<file path="config.mk">
export PLATFORM = sky130hd
export DESIGN_NAME = pc_fetch_ctrl
export DESIGN_NICKNAME = d
export VERILOG_FILES = /design/src/rtl/pc_fetch_ctrl.sv
export SDC_FILE = /design/constraint.sdc
export NUM_CORES = 1
export LEC_CHECK = 0
export CORE_UTILIZATION = 30
export DETAILED_ROUTE_END_ITERATION = 8
export DONT_BUFFER_PORTS = 1
export PLACE_DENSITY = 0.49
export SLEW_MARGIN = 20
export SYNTH_ARGS = -nofsm -noshare
export SYNTH_HDL_FRONTEND = slang
export SYNTH_SLANG_ARGS = --single-unit
</file>
<file path="constraint.sdc">
create_clock -name clk -period 5.2 [get_ports clk]
set_clock_uncertainty 0.15 [all_clocks]
set_input_delay 0.52 -clock clk [delete_from_list [all_inputs] [get_ports clk]]
set_output_delay 0.52 -clock clk [all_outputs]
set_load 0.05 [all_outputs]
</file>
<file path="src/rtl/pc_fetch_ctrl.sv">
// pc_fetch_ctrl: fetch-stage sequencer that owns the F-stage PC (pc_F).
// Each cycle pc_F holds, steps by 4, or loads a control-transfer target from
// the D-stage next-PC unit. It honours the hazard stall and the instruction
// memory ready handshake.
// If a redirect arrives while the delay-slot fetch is still outstanding, the
// target is parked and applied once that fetch completes.
// Optional feature macro: PC_ALIGN_CHK_EN enables the fetch address error
// flag (adel_f) and suppresses if_valid for bad fetch addresses.
// Next-PC opcodes normally come from macro.v. Local fallbacks are provided so
// this file stands on its own.
`timescale 1ns/1ps

`ifndef NPC_DEFAULT
`define NPC_DEFAULT 3'd0
`endif
`ifndef NPC_B
`define NPC_B 3'd1
`endif
`ifndef NPC_BN
`define NPC_BN 3'd2
`endif
`ifndef NPC_J
`define NPC_J 3'd3
`endif
`ifndef NPC_JR
`define NPC_JR 3'd4
`endif

module pc_fetch_ctrl #(
   parameter logic [31:0] RESET_PC = 32'h0000_3000
) (
   input  logic        clk,
   input  logic        reset,
   input  logic        stall,
   input  logic        imem_ready,
   input  logic        d_valid,
   input  logic [2:0]  npc_op,
   input  logic        cmp_zero,
   input  logic [31:0] npc_tgt,
   output logic [31:0] pc_F,
   output logic        f_adv,
   output logic        if_valid,
   output logic        redir_pend,
   output logic        err_redir,
   output logic        adel_f
);

   // RUN: normal sequencing. PEND: a redirect is parked behind the delay slot.
   typedef enum logic [0:0] {
      RUN  = 1'b0,
      PEND = 1'b1
   } state_t;

   state_t      r_state;
   logic [31:0] r_pcF;
   logic [31:0] r_pendTgt;
   logic        r_redirPend;
   logic        r_errRedir;

   logic        w_branchHit;
   logic        w_take;
   logic [31:0] w_pcInc;
   logic        w_adel;

   // Decide whether the D-stage instruction redirects fetch. A stalled D
   // stage never redirects, so the branch is re-evaluated after the stall.
   always_comb begin
      w_branchHit = 1'b0;
      case (npc_op)
         `NPC_J:  w_branchHit = 1'b1;
         `NPC_JR: w_branchHit = 1'b1;
         `NPC_B:  w_branchHit = cmp_zero;
         `NPC_BN: w_branchHit = ~cmp_zero;
         default: w_branchHit = 1'b0;
      endcase
      w_take = d_valid & ~stall & w_branchHit;
   end

   // Sequential PC step. This is a plain 32-bit add that wraps past the top
   // of the address space.
   assign w_pcInc = r_pcF + 32'd4;

`ifdef PC_ALIGN_CHK_EN
   // Flag misaligned fetches and fetches outside the legal text window.
   // The PC still advances normally. Downstream logic sees a bubble plus
   // the flag.
   always_comb begin
      w_adel = (r_pcF[1:0] != 2'b00)
             | (r_pcF < 32'h0000_3000)
             | (r_pcF > 32'h0000_6FFC);
   end
`else
   assign w_adel = 1'b0;
`endif

   // Sequencer: reset wins, then stall, then the per-state redirect or step
   // rules. The delay slot at pc_F is always fetched before a redirect lands.
   always_ff @(posedge clk) begin
      if (reset) begin
         r_state     <= RUN;
         r_pcF       <= RESET_PC;
         r_pendTgt   <= 32'h0000_0000;
         r_redirPend <= 1'b0;
         r_errRedir  <= 1'b0;
      end else if (!stall) begin
         case (r_state)
            RUN: begin
               if (w_take && imem_ready) begin
                  r_pcF <= npc_tgt;
               end else if (w_take) begin
                  r_pendTgt   <= npc_tgt;
                  r_state     <= PEND;
                  r_redirPend <= 1'b1;
               end else if (imem_ready) begin
                  r_pcF <= w_pcInc;
               end
            end
            PEND: begin
               if (w_take) begin
                  r_errRedir <= 1'b1;
               end
               if (imem_ready) begin
                  r_pcF       <= r_pendTgt;
                  r_state     <= RUN;
                  r_redirPend <= 1'b0;
               end
            end
            default: begin
               r_state     <= RUN;
               r_redirPend <= 1'b0;
            end
         endcase
      end
   end

   assign pc_F       = r_pcF;
   assign redir_pend = r_redirPend;
   assign err_redir  = r_errRedir;
   assign adel_f     = w_adel;
   assign f_adv      = ~stall;
   assign if_valid   = imem_ready & ~stall & ~w_adel;

endmodule

</file>
==> reports/metrics.yaml, run 1 <==
cells_and_area:
  final_area_um2: 4020
  drive_gt1_share_pct: 9.59
  mostFrequentLayoutCells: "nand2_1 (97), dfxtp_1 (67), a21oi_1 (64)"
  fin_nets: 506
  insertedDiodeCount: 0
  seqCellArea_um2: 1340
  multiInputGateArea_um2: 2110
  final_common_cell: "nand2_1"
  areaGrowthSynthToFinish_pct: 9.99
  fillers: 1206
synthesis:
  synth_ff_type: "dfxtp_1"
  synth.largest_area_cell: "dfxtp_1"
  avgSynthCellArea_um2: 7.56
  async_flop_share_pct: 0
  synthAdderAreaFrac_pct: 0.342
  synth_area_leaders: "dfxtp_1 (37%), nand2_1 (10%), a21oi_1 (8.8%), o21ai_0 (3.3%), nand3_1 (2.2%)"
  synth-edff-count: 0
  synth_top_area_share_pct: 36.7
  synth_xor_area_share_pct: 0.958
  yosysWarnings: 0
  synthMuxAreaShare_pct: 0.992
  syn_nets: 526
  synth-compound-area-share_pct: 27.9
  syn_inst: 484
  yosysUniqueCellTypes: 68
  synth.cell_area_um2: 3660
  synthSimpleGateAreaFrac_pct: 27.2
  synth_top_family_by_area: "compound AO/OA/AOI/OAI gates"
  yosysSeqAreaShare_pct: 36.7
  synth_seq_cells: 67
sta:
  fin_crit_sh_pct: 51.9
  hold_viol: 0
  drv_slew: 0
  slew-limit-headroom_pct: 38.3
  tightest_slew_ns: 0.921
  finalSetupViolCount: 0
  tns_ns: 0
  fin_crit_ns: 2.70
  grt_setup_unrepaired: "false"
  fmax_ghz: 0.371
global_route:
  antenna_found_initial: 0
  grt_overflow: 0
  grt_pass1_wl_um: 19400
  grt_max_degree: 70
  grt.total_usage_pct: 20.1
  grt_pass1_vias: 3336
placement:
  port_buffers: 0
  placed_area_um2: 3720
  dp_hpwl_um: 7990
  gp_congestion: 0.825
clock_tree:
  tritoncts: "yes"
  cts.sinks: 67
  clkTransAtPathRegs_ns: 0.06
  cts_buffers: 9
  clkLatencyLatePin_ns: 0.34
  cts_hold_buf: 0
  ctsRootBufferMaster: "clkbuf_16"
  clock_path_buffers: 2
  cts_resized: 0
  htree_num_levels: 3
  post_cts_buffers: 0
worst_setup_path:
  worstSetupEndpointType: "register"
  criticalPathCategory: "register to register"
  worst-path-max-fanout: 7
  cp-start-kind: "register"
  critPathArrivalTime_ns: 2.81
  cp.required_ns: 5.31
route:
  vias: 3528
  first_pass_iters: 4
  routed_wl_um: 12200
  routed_via_density: 5.76
  antenna_left: 0
  wire_per_inst_um: 19.9
  drtIter0Drc: 240
  drc: 0
floorplanning:
  fp.dieW_um: 112
  dieArea_um2: 12600
  core_area_um2: 11700
  num_rows: 39
  ios: 78
  start_util_pct: 31.4
  chipHeight_um: 112
power_and_ir_drop:
  ir_drop_v: 0.000114
  pwr_density_cell_nw_per_um2: 330
  p_leak_nw: 1.38
run_status:
  status: "finished clean"
worst_hold_path:
  min_path_type: "input port to register"
flow_run:
  timing.max_cap.violations: 0
==> cell type report <==
type	count	share of cell area, %
clock buffers	10	5.94
well taps	143	4.45
repair buffers	6	1.12
multi-input cells	368	52.4
clock inverters	6	1.62
inverters	12	1.12
flip-flops and latches	67	33.3
==> metrics by stage <==
| stage | instances | total power, W | hold WS (ns) | utilization [%] | setup WS, ns |
|---|---|---|---|---|---|
| global placement | 596 | 0.000712 | 0.282 | 31.9 | 2.29 |
| global route | 612 | 0.00138 | 0.0900 | 34.5 | 2.36 |
| detailed placement | 596 | 0.000714 | 0.289 | 31.9 | 2.27 |
| CTS | 612 | 0.00134 | 0.0981 | 34.5 | 2.52 |
| floorplan | 484 | 0.000690 | 0.282 | - | 2.88 |
| finish | 612 | 0.00133 | 0.102 | 34.5 | 2.50 |
==> registers in the layout, summed over array words and instances, names as in the netlist <==
signal      flops
err_redir       1
pc_F           32
redir_pend      1
r_pendTgt      32
r_state         1
==> where the power goes <==
group / leakage, nW / internal [W] / switching, W
clock network: 0.148 / 0.000384 / 0.000241
logic: 0.691 / 0.0000391 / 0.0000665
registers: 0.544 / 0.000532 / 0.0000665
==> synth_stat cells, drive strengths merged (2+ instances only) <==
| library cell | instances |
|---|---|
| a2111oi | 3 |
| a211oi | 10 |
| a21o | 6 |
| a21oi | 64 |
| a221oi | 3 |
| a31o | 5 |
| a31oi | 11 |
| a41o | 2 |
| and2 | 5 |
| and3 | 14 |
| and4 | 5 |
| buf | 15 |
| clkbuf | 22 |
| dfxtp | 67 |
| inv | 12 |
| mux2 | 2 |
| nand2 | 97 |
| nand2b | 2 |
| nand3 | 17 |
| nand4 | 7 |
| nand4b | 2 |
| nor2 | 22 |
| nor3 | 12 |
| nor4 | 3 |
| o211a | 2 |
| o211ai | 8 |
| o21ai | 26 |
| o221ai | 3 |
| o22a | 3 |
| o31a | 4 |
| o32ai | 4 |
| or3 | 5 |
| or4 | 2 |
| xnor2 | 3 |
==> per-layer routing <==
| layer | up-vias | GRT usage [%] | share of wire, % |
|---|---|---|---|
| li1 | 1722 | - | - |
| met1 | 1677 | 27.6 | 47 |
| met2 | 115 | 29.9 | 44 |
| met3 | 14 | 6.10 | 8.1 |
| met4 | 0 | 6.49 | 1.6 |
| met5 | - | 0 | 0 |
==> kinds of logic (layout without fill, tap and decap cells) <==
kind of cell | Yosys count | in the layout
and+or+nand+nor | 198 | 198
AOI/OAI and AO/OA | 161 | 161
DFF | 67 | 67
buffers and inverters | 49 | 34
xor gates and xnor gates | 4 | 4
muxes | 3 | 3
adders and majority gates | 1 | 1
other | 1 | 1
==> worst max-delay path, cell delays in order (launching register included) <==
cell and delay [ns]:
dfxtp_1 0.76, ha_1 0.32, and3_1 0.30, and3_1 0.34, nand4_1 0.19, or4_1 0.46, o211ai_1 0.09
==> final timing paths <==
kind,cells after the start,start,slack [ns],end
min reg2reg,2,r_pendTgt[16],0.30,r_pendTgt[16]
min,1,reset,0.10,r_pendTgt[21]
max reg2reg,6,pc_F[2],2.50,pc_F[26]
max,6,pc_F[2],2.50,pc_F[26]
Power figures use the tool's default switching activity.
==> run 2, diff against run 1 <==
clock period = 2.8 ns   (was 5.2 ns; I/O delays follow)
==> run 2 against run 1 <==
Against the previous run:
- final area grew 15%
- critical path depth is the same
- wire length grew 7.5%
- sequential power is 71% higher
- critical endpoint is now pc_F[20]
- maximum frequency grew 29%
- total power increased by 84%
- register-to-register slack got worse by 1.8 ns
- largest power group unchanged
==> reports/metrics.yaml, run 2 (same netlist as run 1, synthesis figures left out) <==
cells_and_area:
  areaGrowthSynthToFinish_pct: 26.1
  mostFrequentLayoutCells: "nand2_1 (97), dfxtp_1 (67), a21oi_1 (64)"
  fin_nets: 575  # +14%
  drive_gt1_share_pct: 14.9  # +5.3 points
  final_common_cell: "nand2_1"
  seqCellArea_um2: 1340  # unchanged
  fillers: 1177  # -2.4%
  multiInputGateArea_um2: 2110  # unchanged
  insertedDiodeCount: 0  # unchanged
worst_setup_path:
  cp_top_family: "simple AND/OR/NAND/NOR gates"
  cp_slowest_cell: "a2111oi_0"
  reg2reg_depth: 6  # unchanged
  worstSetupEndpointType: "register"
  critPathArrivalTime_ns: 2.14  # -0.67 ns
  criticalPathCategory: "register to register"
  reg2reg_slack_ns: 0.71  # -1.80 ns
  critPathMaxStageDelay_ns: 0.44  # -0.32 ns
  worstPathCellList: "buf_4 -> and3_1 -> and3_2 -> nand3_1 -> nor4bb_1 -> a2111oi_0"
  cp.required_ns: 2.84  # -2.47 ns
  critPathBufInv: 1  # +1
  r2r_end: "pc_F[20]"
  worst-path-max-fanout: 5  # -2
  cp-start-kind: "register"
  r2r_start: "pc_F[15]"
clock_tree:
  cts_resized: 0  # unchanged
  cts_buffers: 9  # unchanged
  clkLatencyLatePin_ns: 0.34  # about the same
  clock_path_buffers: 2  # unchanged
  ctsRootBufferMaster: "clkbuf_16"
  htree_num_levels: 3  # unchanged
  cts.sinks: 67  # unchanged
  clkTransAtPathRegs_ns: 0.06  # about the same
  post_cts_buffers: 0  # unchanged
  tritoncts: "yes"
sta:
  grt_setup_unrepaired: "false"
  drv_slew: 0  # unchanged
  fmax_ghz: 0.478  # +29%
  fin_crit_ns: 2.09  # -0.603 ns
  fin_crit_sh_pct: 74.8  # +23 points
  slew-limit-headroom_pct: 58.1  # +20 points
  whs_ns: 0.0114  # -0.0904 ns
  tightest_slew_ns: 0.628  # -0.293 ns
  tns_ns: 0  # unchanged
  worst_slack_ns: 0.706  # -1.80 ns
  hold_viol: 0  # unchanged
  finalSetupViolCount: 0  # unchanged
floorplanning:
  dieArea_um2: 12600  # unchanged
  core_area_um2: 11700  # unchanged
  chipHeight_um: 112  # unchanged
  fp.dieW_um: 112  # unchanged
  num_rows: 39  # unchanged
  start_util_pct: 31.4  # unchanged
  ios: 78  # unchanged
global_route:
  grt.total_usage_pct: 21.3  # +1.2 points
  grt_max_degree: 62  # -11%
  grt_overflow: 0  # unchanged
  grt_pass1_wl_um: 20700  # +6.9%
  antenna_found_initial: 0  # unchanged
  grt_pass1_vias: 3703  # +11%
power_and_ir_drop:
  power_w: 0.00245  # +84%
  pwr_density_cell_nw_per_um2: 531  # +61%
  p_leak_nw: 1.69  # +22%
  ir_drop_v: 0.000342  # +200%
route:
  drc: 0  # unchanged
  antenna_left: 0  # unchanged
  wire_per_inst_um: 19.2  # -3.4%
  routed_wl_um: 13100  # +7.5%
  first_pass_iters: 5  # +1
  routed_via_density: 5.71  # -0.91%
  vias: 3890  # +10%
  drtIter0Drc: 317  # +32%
worst_hold_path:
  min_path_type: "input port to register"
  hold_path_end: "r_state"
  holdCritStartpoint: "reset"
  hold_depth: 2  # +1
placement:
  port_buffers: 0  # unchanged
  dp_hpwl_um: 8670  # +8.5%
  place_ws_ns: 0.692  # -1.58 ns
  gp_congestion: 0.836  # +1.3%
flow_run:
  timing.max_cap.violations: 0  # unchanged
run_status:
  status: "finished clean"
-- run 2: cell types whose count changed in the layout (fill, tap and decap cells not counted) --
cell / change
buf_4: +35
dlygate4sd3_1: +33
buf_16: +1
bufinv_16: -1
clkbuf_1: +1
clkbuf_8: -1
clkinvlp_4: +1
-- run 2: layer usage --
layer,part of all wire [%],wire length (um),global-route usage (%),vias up
met3,7.8,1020,5.08,24
met4,1.9,252,8.44,0
met5,0,0,0,-
li1,-,-,-,1859
met2,44,5750,31.9,160
met1,46,6070,29.4,1847
-- run 2: metrics by stage --
stage | instances | utilization [%] | cell area [um2]
CTS | 681 | 39.5 | 4610
floorplan | 484 | - | 3660
global route | 681 | 39.5 | 4610
finish | 681 | 39.5 | 4610
global placement | 631 | 34.1 | 3980
detailed placement | 631 | 34.1 | 3980
-- run 2: cell type report --
cell class	count	share of cell area, %
Tap cell	143	3.88
Timing Repair Buffer	75	14.4
Inverter	12	0.977
Sequential cell	67	29.1
Multi-Input combinational cell	368	45.7
Clock buffer	10	4.96
Clock inverter	6	0.922
-- run 2: worst max path at each step --
stage | start | to | slack [ns] | cells past startpoint
after global placement | cmp_zero | pc_F[26] | 0.70 | 5
final | pc_F[15] | pc_F[20] | 0.71 | 6
after CTS | pc_F[21] | pc_F[31] | 0.71 | 6
after floorplan | pc_F[2] | pc_F[26] | 0.48 | 7
after global routing | pc_F[6] | pc_F[20] | 0.50 | 5
after detailed placement | pc_F[15] | pc_F[20] | 0.69 | 6
-- run 2: power breakdown --
part,internal [W],switching [W]
registers,0.000987,0.0000366
logic,0.000137,0.000245
clock network,0.000599,0.000445
total,0.00172,0.000726
-- run 2: worst register-to-register path: cells and delay by family (launching register included) --
family,cells,cell delay [ns]
DFF,1,0.38
AOI/OAI and AO/OA,1,0.44
and+or+nand+nor,4,0.76
buffers and inverters,1,0.23
-- run 2: what timing repair did --
item	CTS	global route
hold endpoints to repair	61	0
hold buffers	34	0
setup endpoints to repair	0	0
